File: src/rtl/seq_divider.sv
// seq_divider: iterative unsigned restoring divider.
// Produces one quotient bit per clock using a start/done handshake.
// A zero divisor short-circuits straight to the result with div_by_zero set.
module seq_divider #(
  parameter int unsigned WIDTH = 8
) (
  input  logic             clk,
  input  logic             rst,
  input  logic             start,
  input  logic [WIDTH-1:0] dividend,
  input  logic [WIDTH-1:0] divisor,
  output logic             busy,
  output logic             done,
  output logic [WIDTH-1:0] quotient,
  output logic [WIDTH-1:0] remainder,
  output logic             div_by_zero
);

  // The counter must be able to hold the value WIDTH itself.
  localparam int unsigned CntW = $clog2(WIDTH + 1);

  localparam logic [1:0] ST_IDLE = 2'd0;
  localparam logic [1:0] ST_CALC = 2'd1;
  localparam logic [1:0] ST_FIN  = 2'd2;

  logic [1:0]       r_state;
  logic [WIDTH-1:0] r_div;     // latched divisor D
  logic [WIDTH-1:0] r_q;       // working dividend/quotient shift register Q
  logic [WIDTH:0]   r_rem;     // partial remainder R, one bit wider than D
  logic [CntW-1:0]  r_cnt;     // steps remaining
  logic [WIDTH-1:0] r_quot;
  logic [WIDTH-1:0] r_remo;
  logic             r_dbz;

  logic [WIDTH:0]   w_shift;
  logic [WIDTH:0]   w_diff;
  logic             w_fits;
  logic [WIDTH:0]   w_rem_nxt;
  logic [WIDTH-1:0] w_q_nxt;
  logic             w_last;

  // One restoring step: shift {R,Q} left, trial-subtract D, keep the result if non-negative.
  always_comb begin
    w_shift   = {r_rem[WIDTH-1:0], r_q[WIDTH-1]};
    w_diff    = w_shift - {1'b0, r_div};
    w_fits    = ~w_diff[WIDTH];
    w_rem_nxt = w_fits ? w_diff : w_shift;
    w_q_nxt   = {r_q[WIDTH-2:0], w_fits};
    w_last    = (r_cnt == CntW'(1));
  end

  // Control FSM plus datapath registers; results only change on accept (div-by-zero) or last step.
  always_ff @(posedge clk or posedge rst) begin
    if (rst) begin
      r_state <= ST_IDLE;
      r_div   <= '0;
      r_q     <= '0;
      r_rem   <= '0;
      r_cnt   <= '0;
      r_quot  <= '0;
      r_remo  <= '0;
      r_dbz   <= 1'b0;
    end else begin
      case (r_state)
        ST_IDLE: begin
          if (start) begin
            if (divisor != '0) begin
              r_div   <= divisor;
              r_q     <= dividend;
              r_rem   <= '0;
              r_cnt   <= CntW'(WIDTH);
              r_dbz   <= 1'b0;
              r_state <= ST_CALC;
            end else begin
              r_quot  <= '1;
              r_remo  <= dividend;
              r_dbz   <= 1'b1;
              r_state <= ST_FIN;
            end
          end
        end
        ST_CALC: begin
          r_rem <= w_rem_nxt;
          r_q   <= w_q_nxt;
          r_cnt <= r_cnt - CntW'(1);
          if (w_last) begin
            // R < D here, so its top bit is always clear.
            r_quot  <= w_q_nxt;
            r_remo  <= w_rem_nxt[WIDTH-1:0];
            r_state <= ST_FIN;
          end
        end
        ST_FIN: begin
          r_state <= ST_IDLE;
        end
        default: begin
          r_state <= ST_IDLE;
        end
      endcase
    end
  end

  // Status decode straight from the state register.
  always_comb begin
    busy        = (r_state != ST_IDLE);
    done        = (r_state == ST_FIN);
    quotient    = r_quot;
    remainder   = r_remo;
    div_by_zero = r_dbz;
  end

endmodule

File: config.mk
export PLATFORM = sky130hd
export DESIGN_NAME = seq_divider
export DESIGN_NICKNAME = d
export VERILOG_FILES = /design/src/rtl/seq_divider.sv
export SDC_FILE = /design/constraint.sdc
export NUM_CORES = 1
export LEC_CHECK = 0
export BUFFER_PORTS_ARGS = -buffer_cell sky130_fd_sc_hd__buf_4
export CORE_MARGIN = 2
export CORE_UTILIZATION = 57
export CTS_CLUSTER_SIZE = 40
export DETAILED_ROUTE_END_ITERATION = 12
export PLACE_DENSITY = 0.82
export RECOVER_POWER = 100
export SLEW_MARGIN = 20
export SYNTH_ARGS = -nofsm -noshare
export SYNTH_HDL_FRONTEND = slang
export SYNTH_SLANG_ARGS = --single-unit
File: constraint.sdc
create_clock -name clk -period 3.08 [get_ports clk]
set_clock_uncertainty 0.15 [all_clocks]
set_input_delay 0.154 -clock clk [delete_from_list [all_inputs] [get_ports clk]]
set_output_delay 0.154 -clock clk [all_outputs]
set_load 0.1 [all_outputs]
==> out/qor.yml <==
logic_synthesis:
  ys_types: 48
  yosys_warnings: 0
  synth-async-reset-ratio: 1.00
  synth_area_mm2: 0.00255
  syn_area_per_cell_um2: 9.14
  syn_nets: 309
  syn_inst: 279
  ys_seq_area_frac: 0.461
  synthFlopType: "dfrtp_1"
  ys_ff_latch: 47
  synth-edff-count: 0
critical_path:
  r2r_start: "r_q[7]"
  path_max_fanout: 9
  setup.worst_path.end_class: "register"
  reg2reg_slack_ns: 0.21
  critPathLaunchType: "register"
  critPathArrivalTime_ns: 2.94
  r2r_end: "remainder[5]"
  cp.required_ns: 3.15
  r2r_cells: 9
  crit_type: "reg2reg"
grt:
  grt_pass1_vias: 2180
  grt_use_total: 0.253
  overflow: 0
  antenna_found_initial: 0
  grt_pass1_wl_mm: 9.97
  grt_max_degree: 48
cts:
  clock-root-buffer: "clkbuf_8"
  cts_buffers: 5
  clk_transition_reported_paths_ns: 0.08
  cts_setup_buffers: 0
  cts_buffer_depth: 2
  htree_levels: 2
  tritoncts: "built"
  clock_latency_ns: 0.30
  numClockSinks: 47
drt:
  vias: 2159
  wirelength_mm: 5.73
  drtPass1Iterations: 4
  via_per_inst: 5.70
  first_iter_violations: 128
  route.detailed.drc: 0
  postRouteAntennaNets: 0
  avgRoutedWirePerCell_um: 15.1
sta:
  maxSlewHeadroom: -0.163
  drv_slew: 48
  tns_ns: 0
  hold_viol_final: 1
  period_share: 0.931
  rsz0062_at_grt: "no"
  max_freq_mhz: 349
  setup_viol: 0
  tightest_slew_ns: 1.74
  min_period_ns: 2.87
  hold_ws_ns: -0.000547
job:
  maxCapViolCount: 1
layout:
  final_util: 0.690
  n_antenna_cell: 0
  final_cell_mix: "nand2_1, dfrtp_1, o21ai_0"
  layout_commonest_cell: "nand2_1"
  syn_to_final_growth_pct: 17.0
  drive_gt1_frac: 0.107
  final_nets: 356
worst_hold_path:
  hold_path.class: "in2reg"
  min_path_cells: 3
  hold_end: "r_q[6]"
  worstHoldStart: "dividend[6]"
die:
  core-area_mm2: 0.00432
  die_h_um: 70.9
  rows: 24
  initial_core_util: 0.589
  dieArea_mm2: 0.00502
  die_w_um: 70.9
  boundaryPins: 38
placed_design:
  gp_congestion: 0.836
  hpwl_mm: 4.11
  port_buffers: 37
status:
  violations: "hold timing, capacitance limit, slew limit"
  run_status: "finished, violations left"
per-layer routing:
metal | track usage | vias to the layer above | wire [um]
met4 | 0.105 | 0 | 149
met2 | 0.396 | 50 | 2770
met3 | 0.0456 | 13 | 214
met1 | 0.353 | 1033 | 2590
li1 | - | 1063 | -
met5 | 0 | - | 0
kinds of logic (layout without fill, tap and decap cells):
kind of cell / count (synthesis) / in the layout / synth area share
AND/OR/NAND/NOR: 102 / 102 / 0.186
AO/OA/AOI/OAI: 80 / 80 / 0.209
multiplexers: 7 / 7 / 0.0280
XOR/XNOR: 5 / 5 / 0.0172
flip-flops: 47 / 47 / 0.461
adder cells (fa/ha/maj): 11 / 11 / 0.0569
buffers and inverters: 27 / 75 / 0.0417
sequential cells by signal (all words and copies together) (netlist names):
register,cells
div_by_zero,1
quotient,8
r_cnt,4
r_div,8
r_q,8
r_rem,8
r_state,2
remainder,8
worst max-delay path, cell delays in order, from the launching register on:
cell and delay, ns:
dfrtp_1 0.39, inv_1 0.08, ha_1 0.16, inv_1 0.05, fa_1 0.44, a211oi_2 0.37
nor4b_2 0.15, a2111oi_4 0.60, nand3_1 0.18, a31oi_1 0.22
stage by stage:
step	hold WS, ns	area [um2]	worst slack (ns)	cells
floorplan	0.121	2550	0.532	279
global placement	0.219	2880	0.343	362
detailed placement	0.226	2880	0.130	362
CTS	0.00108	3050	0.0419	379
global route	0.0134	2980	0.0399	379
finish	-0.000547	2980	0.213	379
cells in the mapped netlist (2+ instances only):
| cell | count | area share |
|---|---|---|
| a211o_1 | 3 | 0.010 |
| a211oi_1 | 2 | 0.0059 |
| a21o_1 | 4 | 0.012 |
| a21oi_1 | 15 | 0.029 |
| a2bb2oi_1 | 4 | 0.014 |
| a31oi_1 | 2 | 0.0049 |
| and2_1 | 2 | 0.0049 |
| buf_2 | 3 | 0.0059 |
| clkbuf_1 | 6 | 0.0088 |
| dfrtp_1 | 47 | 0.46 |
| ha_1 | 10 | 0.049 |
| inv_1 | 16 | 0.024 |
| mux2i_1 | 6 | 0.024 |
| nand2_1 | 59 | 0.087 |
| nand2b_1 | 2 | 0.0049 |
| nand3_1 | 5 | 0.0098 |
| nand3b_1 | 2 | 0.0059 |
| nor2_1 | 14 | 0.021 |
| nor2b_1 | 3 | 0.0074 |
| nor3_1 | 3 | 0.0059 |
| nor3b_1 | 4 | 0.012 |
| nor4_1 | 2 | 0.0049 |
| o211ai_1 | 3 | 0.0088 |
| o21ai_0 | 32 | 0.063 |
| o21ai_1 | 3 | 0.0059 |
| o32a_1 | 2 | 0.0079 |
| xor2_1 | 4 | 0.014 |
layout make-up:
type,count,area [um2]
repair buffers,50,324
multi-input cells,205,1270
inverters,17,63.8
clock buffers,7,76.3
clock inverters,1,5.00
flip-flops and latches,47,1180
fillers,368,1340
well taps,52,65.1
what timing repair did:
| item | CTS | global route |
|---|---|---|
| hold buffers | 9 | 0 |
| endpoints found under the setup margin | 0 | 15 |
| hold endpoints to repair | 55 | 0 |
| resized for setup | 0 | 1 |
worst max path at each step:
stage	slack, ns	cells after the start	endpoint	start
after CTS	0.04	9	remainder[5]	r_q[7]
final	0.21	9	remainder[5]	r_q[7]
after global placement	0.34	9	remainder[2]	r_q[7]
after floorplan	0.53	9	remainder[2]	r_q[7]
after global routing	0.04	9	remainder[5]	r_q[7]
after detailed placement	0.13	9	remainder[5]	r_q[7]
Power is not shown: default switching activity piles up to over one toggle a cycle in this logic, so the estimate is an artifact.
